--- src/rtl/stall_ctrl_pkg.sv ---
// Shared stall-bus definitions for the pipeline hazard controller:
// bus width, stage bit indices, enable constants, FSM and stall-cause encodings.
package stall_ctrl_pkg;

    localparam int unsigned STALL_W   = 5;

    localparam int unsigned STALL_IF  = 0;
    localparam int unsigned STALL_ID  = 1;
    localparam int unsigned STALL_EX  = 2;
    localparam int unsigned STALL_MEM = 3;
    localparam int unsigned STALL_WB  = 4;

    localparam logic ENABLE  = 1'b1;
    localparam logic DISABLE = 1'b0;

    localparam int unsigned PC_W = 32;

    // KILL means a fetch issued before a redirect is still outstanding.
    typedef enum logic {
        ST_RUN  = 1'b0,
        ST_KILL = 1'b1
    } stall_state_e;

    typedef enum logic [2:0] {
        CAUSE_NONE,
        CAUSE_RST,
        CAUSE_MEM,
        CAUSE_JUMP,
        CAUSE_LOAD_USE,
        CAUSE_FETCH
    } stall_cause_e;

endpackage

--- src/rtl/stall_ctrl.sv ---
// Central stall/flush controller for the 5-stage pipeline; outputs are combinational
// from the RUN/KILL state and the current requests. Optional counters: STALL_PERF_EN.
module stall_ctrl
    import stall_ctrl_pkg::*;
#(
    parameter int unsigned STAGE_NUM = STALL_W
`ifdef STALL_PERF_EN
    ,
    parameter int unsigned CNT_W = 32
`endif
) (
    input  logic                 clk,
    input  logic                 rst,
    input  logic                 rdy,
    input  logic                 if_stall_req,
    input  logic                 if_fetch_done,
    input  logic                 id_stall_req,
    input  logic                 mem_stall_req,
    input  logic                 ex_jump_req,
    input  logic [PC_W-1:0]      ex_jump_target,
    output logic [STAGE_NUM-1:0] stall_ctrler,
    output logic                 jump_enable,
    output logic [PC_W-1:0]      jump_pc,
    output logic                 if_discard
`ifdef STALL_PERF_EN
    ,
    output logic [CNT_W-1:0]     perf_mem_stall,
    output logic [CNT_W-1:0]     perf_load_use,
    output logic [CNT_W-1:0]     perf_flush
`endif
);

    // Prefix mask: every stage up to and including k is held.
    function automatic logic [STAGE_NUM-1:0] hold_upto(input int unsigned k);
        logic [STAGE_NUM-1:0] m;
        m = '0;
        for (int unsigned i = 0; i < STAGE_NUM; i++) begin
            m[i] = (i <= k);
        end
        return m;
    endfunction

    localparam logic [STAGE_NUM-1:0] HOLD_NONE = '0;
    localparam logic [STAGE_NUM-1:0] HOLD_IF   = hold_upto(STALL_IF);
    localparam logic [STAGE_NUM-1:0] HOLD_ID   = hold_upto(STALL_ID);
    localparam logic [STAGE_NUM-1:0] HOLD_MEM  = hold_upto(STALL_MEM);

    stall_state_e state_q;
    stall_state_e state_d;
    stall_cause_e cause;
    logic         kill_after_edge;

    // Winning stall cause, next state and all outputs.
    always_comb begin
        cause           = CAUSE_NONE;
        state_d         = state_q;
        kill_after_edge = 1'b0;
        stall_ctrler    = HOLD_NONE;
        jump_enable     = DISABLE;
        jump_pc         = '0;
        if_discard      = DISABLE;

        if (rst) begin
            cause = CAUSE_RST;
        end else if (mem_stall_req) begin
            cause = CAUSE_MEM;
        end else if (ex_jump_req) begin
            cause = CAUSE_JUMP;
        end else if (id_stall_req) begin
            cause = CAUSE_LOAD_USE;
        end else if (if_stall_req || (state_q == ST_KILL)) begin
            cause = CAUSE_FETCH;
        end

        if (cause == CAUSE_JUMP) begin
            jump_enable = ENABLE;
            jump_pc     = ex_jump_target;
        end

        // A redirect with a fetch still outstanding must drop that fetch's word.
        if (rst) begin
            state_d = ST_RUN;
        end else if (jump_enable && if_stall_req && !if_fetch_done) begin
            state_d = ST_KILL;
        end else if ((state_q == ST_KILL) && !if_fetch_done) begin
            state_d = ST_KILL;
        end else begin
            state_d = ST_RUN;
        end

        kill_after_edge = rdy ? (state_d == ST_KILL) : (state_q == ST_KILL);

        unique case (cause)
            CAUSE_MEM:      stall_ctrler = HOLD_MEM;
            CAUSE_JUMP:     stall_ctrler = kill_after_edge ? HOLD_IF : HOLD_NONE;
            CAUSE_LOAD_USE: stall_ctrler = HOLD_ID;
            CAUSE_FETCH:    stall_ctrler = HOLD_IF;
            default:        stall_ctrler = HOLD_NONE;
        endcase

        if (!rst) begin
            if_discard = (state_q == ST_KILL) || (jump_enable && if_fetch_done);
        end
    end

    always_ff @(posedge clk) begin
        if (rst) begin
            state_q <= ST_RUN;
        end else if (rdy) begin
            state_q <= state_d;
        end
    end

`ifdef STALL_PERF_EN
    logic [CNT_W-1:0] mem_cnt_q,  mem_cnt_d;
    logic [CNT_W-1:0] lu_cnt_q,   lu_cnt_d;
    logic [CNT_W-1:0] fl_cnt_q,   fl_cnt_d;

    // Wrapping per-cause event counters, frozen while rdy is low.
    always_comb begin
        mem_cnt_d = mem_cnt_q;
        lu_cnt_d  = lu_cnt_q;
        fl_cnt_d  = fl_cnt_q;
        if (rdy) begin
            if (cause == CAUSE_MEM)      mem_cnt_d = mem_cnt_q + CNT_W'(1);
            if (cause == CAUSE_LOAD_USE) lu_cnt_d  = lu_cnt_q + CNT_W'(1);
            if (cause == CAUSE_JUMP)     fl_cnt_d  = fl_cnt_q + CNT_W'(1);
        end
    end

    always_ff @(posedge clk) begin
        if (rst) begin
            mem_cnt_q <= '0;
            lu_cnt_q  <= '0;
            fl_cnt_q  <= '0;
        end else begin
            mem_cnt_q <= mem_cnt_d;
            lu_cnt_q  <= lu_cnt_d;
            fl_cnt_q  <= fl_cnt_d;
        end
    end

    assign perf_mem_stall = mem_cnt_q;
    assign perf_load_use  = lu_cnt_q;
    assign perf_flush     = fl_cnt_q;
`endif

endmodule

--- config.mk ---
export PLATFORM = sky130hd
export DESIGN_NAME = stall_ctrl
export DESIGN_NICKNAME = d
export VERILOG_FILES = /design/src/rtl/stall_ctrl_pkg.sv /design/src/rtl/stall_ctrl.sv
export SDC_FILE = /design/constraint.sdc
export NUM_CORES = 1
export LEC_CHECK = 0
export ABC_AREA = 1
export CAP_MARGIN = 20
export CORE_AREA = 2 2 39 41
export DETAILED_ROUTE_END_ITERATION = 6
export DIE_AREA = 0 0 41 43
export DONT_BUFFER_PORTS = 1
export MAX_ROUTING_LAYER = met4
export PLACE_DENSITY_LB_ADDON = 0.1
export SYNTH_ARGS = -nofsm -noshare
export SYNTH_HDL_FRONTEND = slang
export SYNTH_SLANG_ARGS = --single-unit
--- constraint.sdc ---
create_clock -name clk -period 1 [get_ports clk]
set_clock_uncertainty 0.15 [all_clocks]
set_input_delay 0.1 -clock clk [delete_from_list [all_inputs] [get_ports clk]]
set_output_delay 0.1 -clock clk [all_outputs]
set_load 0.05 [all_outputs]
==> implementation parameters, run 1 <==
Parameter                              Value

Outcome
  Result of the run    did not finish
  Halt Stage    detailed placement
  First error message    [ERROR DPL-0038] Utilization greater than 100%, impossible to legalize

Die
  Initial core utilization    a little under a third
  Die height    ~43 um
  Number of primary I/O pins    79
  Die Width    ~41 um
  Row cnt    14

Placement
  Count of buffers from port buffering    0
  Routability-driven placement congestion ratio    between 0.7 and 0.8

Logic synthesis
  Post-synth net total    140
  Register area share after synthesis    under 10%
  Count of different cell masters after synthesis    13
  Number of warnings printed during yosys synthesis    0
  Average size of a mapped cell    4.42 um^2
  Total standard cell area after synthesis    442 um^2
  Synthesized instance count    100
  Register bit total from synthesis    1
[stage by stage]
| stage | std cells | TNS (ns) |
|---|---|---|
| 2_1_floorplan | 100 | -20.91 |
| 3_3_place_gp | 150 | -6.70 |
[logic make-up after synthesis]
group           synth area share [%]
other cells                    0.849
compound gates                  4.53
buf+inv                         45.0
simple gates                    45.0
flops                           4.53
[synth_stat cells]
library cell	number	area [um^2]
nand3_1	3	15.0
inv_2	1	3.75
o21ai_0	3	15.0
nor3_2	1	10.0
conb_1	1	3.75
nand2_1	7	26.3
nor2_1	36	135
inv_1	39	146
buf_4	2	15.0
a21oi_1	1	5.00
dfxtp_1	1	20.0
buf_6	3	33.8
nand4_1	2	12.5
==> inputs of run 2 (changes only) <==
- CORE_AREA: 2 2 39 41 -> 2 2 63 65
- DIE_AREA: 0 0 41 43 -> 0 0 65 67
- MAX_ROUTING_LAYER: met4 -> not set
- PLACE_DENSITY_LB_ADDON: 0.1 -> 0.15
- clock period: 1 -> 1.3 ns (I/O delays scaled with it)
==> implementation parameters, run 2 <==
Parameter                              Value

Outcome
  Result of the run    complete, no violations

Routing
  Final ANT Viol Nets    0
  Initial DRC count    10
  Count of unresolved DRC violations after routing    0
  Drt pass-1 iters    2
  Vias per std cell    3.70
  Post-detailed-routing wire length    1.97 mm
  Average detailed-routed wire length per instance    about 11 um
  Total number of vias    between 600 and 700

Logic synthesis
  Synth area leaders    inv_1 (33%), nor2_1 (31%), buf_6 (7.6%)
  Count of different cell masters after synthesis    13 (unchanged)
  Post-synth net total    140 (unchanged)
  Register bit total from synthesis    1 (unchanged)
  Total standard cell area after synthesis    442 um^2 (unchanged)
  Top cell type's share of synthesized area    33.1% (unchanged)
  Largest area contributor in the netlist    inv_1
  Ys flop type    dfxtp_1
  FFs w/ async S/R, synth    0% (unchanged)
  Top-count cell post-synth    inv_1
  Synthesized instance count    100 (unchanged)
  Register area share after synthesis    4.53% (unchanged)
  Number of warnings printed during yosys synthesis    0 (unchanged)
  Average size of a mapped cell    4.42 um^2 (unchanged)
  List of most frequent post-synthesis cells    inv_1 (39), nor2_1 (36), nand2_1 (7)
  Number of flops mapped to enable cells by yosys    0 (unchanged)

Global routing
  Vias in the first global route    approximately 630
  First-pass GRT wire length    around 3.1 mm
  Initial antenna violation count    0
  Maximum number of pins on one net before global-route repair    18
  Total congestion overflow after global routing    0
  Total routing usage reported by global routing    under 10%

Finish
  Finished Layout Cells    between 150 and 200
  Max FFs per register    1
  Largest register by flop count    state_q
  Most common cell after layout, fill and taps aside    inv_1
  Registers with the highest flip-flop counts    state_q (1)
  Area growth syn-to-layout    227%
  Layout cells sized above 1    ~58%
  Highest-count cells in the layout ignoring fill and taps    inv_1 (38), buf_12 (35), nor2_4 (31)
  Post-route cell area    approximately 0.0014 mm^2
  Antenna cells    0
  Layout Nets    176

Placement
  Post-detail-place hpwl    between 1.5 and 2 mm
  Routability-driven placement congestion ratio    0.638 (-11%)
  Count of buffers from port buffering    0 (unchanged)
  Placed inst area    0.00144 mm^2
  Cell total after placement    182

Setup path
  Category of cells accounting for the largest share of critical-path delay    simple AND/OR/NAND/NOR gates
  Critical path's largest stage delay    0.31 ns
  Category of the critical setup timing path    flip-flop to primary output
  Worst flop-to-flop path endpoint    state_q
  Crit start category    flip-flop
  Worst setup slack for register-to-register paths    between 0.3 and 0.4 ns
  Data arrival time of the worst path    roughly 0.98 ns
  Crit path capture type    primary output
  Maximum fanout along the worst path    4
  Source of the worst register-to-register timing path    state_q
  Cell-by-cell listing of the critical path    o21ai_1 -> nand2_1 -> nand2_1 -> nand3_2 -> nand2_1 -> buf_12
  Cell with the biggest individual delay on the critical path    dfxtp_2
  Library cell appearing most often on the critical path    nand2_1
  Worst R2R Path Depth    4
  Buf+Inv Stages, Crit Path    1
  Data required time at the worst endpoint    between 1 and 1.5 ns
  Worst Setup SP    state_q

Clock tree
  Number of hold buffers added after cts    0
  Postcts setup bufs    0
  Later-pin clock latency in the skew report    0 ns
  Post-CTS clock slew at the launch and capture registers of the worst setup and hold paths    0 ns

Timing
  Minimum clock period    around 1.3 ns
  # setup viols final    0
  Final Hold Fails    0
  Final Max Tran Viols    0
  Maximum clock rate    795 MHz
  Hold WS    between 0.2 and 0.25 ns
  Period utilisation layout    between 90% and 100%
  Final setup TNS    0 ns
  Setup repair after global routing missed its margin    yes

Min path
  Hold crit path type    primary input to flip-flop
  Cell depth of the worst hold path    3
  Startpoint of the most critical hold path    if_fetch_done
  Hold EP    state_q

Power
  Leakage power    approximately 0.65 nW
  Power density over the cells    approximately 320 mW/mm^2
  Overall power consumption    between 0.4 and 0.5 mW
  Max VDD drop    0.175 mV

Flow run
  Max-cap check violation count    0

Die
  Die height    67 um (+56%)
  Core region area    between 0.003 and 0.004 mm^2
  Die Width    65 um (+59%)
  Row cnt    22 (+8)
  Initial core utilization    12.2% (-20 points)
  Total die area    around 0.0044 mm^2
  Number of primary I/O pins    79 (unchanged)
run 2: how the worst max path moves through the flow:
stage / to / slack (ns) / cells after the start
after floorplan: jump_pc[0] / -0.36 / 5
after global placement: jump_pc[31] / 0.07 / 6
after detailed placement: jump_pc[31] / 0.03 / 6
after CTS: jump_pc[31] / 0.02 / 6
after global routing: stall_ctrler[1] / -0.004 / 6
final: stall_ctrler[1] / 0.04 / 6
run 2: logic make-up (layout without fill, tap and decap cells):
| kind of cell | count (synthesis) | after routing | synth area share (%) |
|---|---|---|---|
| other | 1 | 1 | 0.849 |
| buffers and inverters | 45 | 79 | 45.0 |
| and+or+nand+nor | 49 | 49 | 45.0 |
| AOI/OAI and AO/OA | 4 | 4 | 4.53 |
| DFF | 1 | 1 | 4.53 |
run 2: final cells by class:
class / count / area, um^2
Sequential cell: 1 / 21.3
Tap cell: 48 / 60.1
Timing Repair Buffer: 39 / 734
Fill cell: 361 / 2160
Inverter: 40 / 154
Multi-Input combinational cell: 54 / 477
run 2: power by group:
group	total [mW]	internal (mW)	switching (mW)
Clock	0	0	0
Sequential	0.0324	0.0319	0.000525
Combinational	0.428	0.163	0.265
run 2: per-layer routing:
metal	GRT usage (%)	up-vias	wire, um
met3	2.03	0	204
met4	0	0	0
met1	9.73	300	676
met2	17.3	41	1090
li1	-	333	-
met5	0	-	0
run 2: through the flow:
| step | util, % | setup slack (ns) |
|---|---|---|
| 2_1_floorplan | - | -0.357 |
| 3_3_place_gp | 40.0 | 0.0672 |
| 3_5_place_dp | 40.0 | 0.0286 |
| 4_1_cts | 40.0 | 0.0244 |
| 5_1_grt | 40.1 | -0.00377 |
| 6_report | 40.1 | 0.0424 |
run 2: worst min-delay path, cell delays in order:
cell and delay [ns]:
o21ai_0 0.08, nand2_1 0.07, nor2_1 0.04
run 2: what timing repair did:
action	CTS	global route
setup endpoints to repair	0	13
gates resized for setup	0	1
endpoints found under the hold margin	0	0
No activity file was read; power rests on OpenSTA's default activity.
==> inputs of run 3 (changes only) <==
- CTS_BUF_LIST: not set -> sky130_fd_sc_hd__clkbuf_4 sky130_fd_sc_hd__clkbuf_8
- SETUP_SLACK_MARGIN: not set -> 0.4
==> implementation parameters, run 3 (synthesis results as in run 2) <==
Parameter                              Value

Die
  Die Width    65 um (unchanged)
  Row cnt    22 (unchanged)
  Total die area    0.00436 mm^2 (unchanged)
  Core region area    0.00361 mm^2 (unchanged)
  Initial core utilization    12.2% (unchanged)
  Number of primary I/O pins    79 (unchanged)
  Die height    67 um (unchanged)

Placement
  Pre-CTS setup slack    -0.0117 ns (-0.0403 ns)
  Post-detail-place hpwl    1.80 mm (-2.5%)
  Count of buffers from port buffering    0 (unchanged)
  Routability-driven placement congestion ratio    0.677 (+6.0%)

Setup path
  Category of the critical setup timing path    flip-flop to primary output
  Source of the worst register-to-register timing path    state_q
  Data required time at the worst endpoint    1.02 ns (about the same)
  Data arrival time of the worst path    0.97 ns (about the same)
  Crit path capture type    primary output
  Crit start category    flip-flop
  Worst flop-to-flop path endpoint    state_q
  Worst Setup SP    state_q
  Worst setup path endpoint    stall_ctrler[3]
  Maximum fanout along the worst path    4 (unchanged)
  Critical path's largest stage delay    0.32 ns (about the same)
  Cell with the biggest individual delay on the critical path    dfxtp_2
  Worst setup slack for register-to-register paths    0.35 ns (-0.02 ns)
  Worst R2R Path Depth    4 (unchanged)
  Cell-by-cell listing of the critical path    o21ai_2 -> nand2_1 -> nand2_2 -> nand3_4 -> clkinvlp_4 -> buf_12

Finish
  Layout cells sized above 1    62.0% (+3.8 points)
  Largest register by flop count    state_q
  Highest-count cells in the layout ignoring fill and taps    inv_1 (37), buf_12 (35), nor2_4 (31)
  Max FFs per register    1 (unchanged)
  Layout Nets    179 (+1.7%)
  Area growth syn-to-layout    245%
  Antenna cells    0 (unchanged)
  Registers with the highest flip-flop counts    state_q (1)
  Most common cell after layout, fill and taps aside    inv_1

Clock tree
  Number of hold buffers added after cts    0 (unchanged)
  Later-pin clock latency in the skew report    0 ns (unchanged)
  Post-CTS clock slew at the launch and capture registers of the worst setup and hold paths    0 ns (unchanged)

Global routing
  First-pass GRT wire length    3.06 mm (-0.91%)
  Total routing usage reported by global routing    8.64% (unchanged)
  Vias in the first global route    639 (+1.3%)
  Total congestion overflow after global routing    0 (unchanged)
  Maximum number of pins on one net before global-route repair    19 (+1)
  Initial antenna violation count    0 (unchanged)

Timing
  # setup viols final    0 (unchanged)
  Smallest setup slack after layout    0.0525 ns (+0.0101 ns)
  Setup repair after global routing missed its margin    yes
  Final Max Tran Viols    0 (unchanged)
  Minimum clock period    1.25 ns (-0.0101 ns)
  Maximum clock rate    802 MHz (+0.81%)
  Period utilisation layout    96.0% (-0.78 points)
  Final Hold Fails    0 (unchanged)

Routing
  Drt pass-1 iters    4 (+2)
  Vias per std cell    3.81 (+2.8%)
  Post-detailed-routing wire length    1.99 mm (+0.71%)
  Count of unresolved DRC violations after routing    0 (unchanged)
  Initial DRC count    15 (+5)
  Final ANT Viol Nets    0 (unchanged)
  Average detailed-routed wire length per instance    10.7 um (-0.92%)
  Total number of vias    704 (+4.5%)

Flow run
  Max-cap check violation count    0 (unchanged)

Power
  Max VDD drop    0.190 mV (+8.1%)
  Leakage power    0.674 nW (+3.0%)
  Power density over the cells    315 mW/mm^2 (-0.99%)
  Overall power consumption    0.480 mW (+4.4%)

Min path
  Hold crit path type    primary input to flip-flop

Outcome
  Result of the run    complete, no violations
[run 3: per-stage QoR]
step	instances	hold WS (ns)	util, %	area (um^2)	setup TNS [ns]
floorplan	100	0.175	-	734	-12.00
global route	185	0.262	42.3	1530	-0.00131
global placement	181	0.216	39.8	1440	0
finish	185	0.213	42.3	1530	0
CTS	184	0.219	41.8	1510	0
detailed placement	181	0.224	39.8	1440	-0.0435
[run 3: per-layer routing]
layer / GRT usage, % / vias up / wire length, um
met5: 0 / - / 0
met4: 0 / 0 / 0
met3: 1.69 / 0 / 201
met2: 17.3 / 40 / 1130
met1: 9.93 / 322 / 651
li1: - / 342 / -
[run 3: timing repair]
action / 4_1_cts / 5_1_grt
setup endpoints to repair: 39 / 39
hold endpoints to repair: 0 / 0
resized for setup: 9 / 2
pin swaps: 1 / 0
buffers inserted: 3 / 1
[run 3: how the worst min path moves through the flow]
stage,endpoint,from,depth (start not counted)
after floorplan,jump_enable,mem_stall_req,1
after global placement,state_q,if_fetch_done,3
after detailed placement,state_q,if_fetch_done,3
final,state_q,if_fetch_done,3
after CTS,state_q,if_fetch_done,3
after global routing,state_q,if_fetch_done,3
[run 3: power by group]
part           total (mW)  switching (mW)  internal, mW
clock network           0               0             0
registers          0.0326        0.000707        0.0319
logic               0.448           0.274         0.174
[run 3: area by class of cell]
class | count | area (um^2)
inverters | 40 | 158
flip-flops and latches | 1 | 21.3
well taps | 48 | 60.1
repair buffers | 42 | 772
fillers | 361 | 2080
multi-input cells | 54 | 514
[run 3: worst max-delay path, delay by kind of cell (launching register included)]
| family | cells | cell delay [ns] |
|---|---|---|
| flip-flops | 1 | 0.32 |
| AO/OA/AOI/OAI | 1 | 0.10 |
| buffers and inverters | 2 | 0.28 |
| AND/OR/NAND/NOR | 3 | 0.26 |
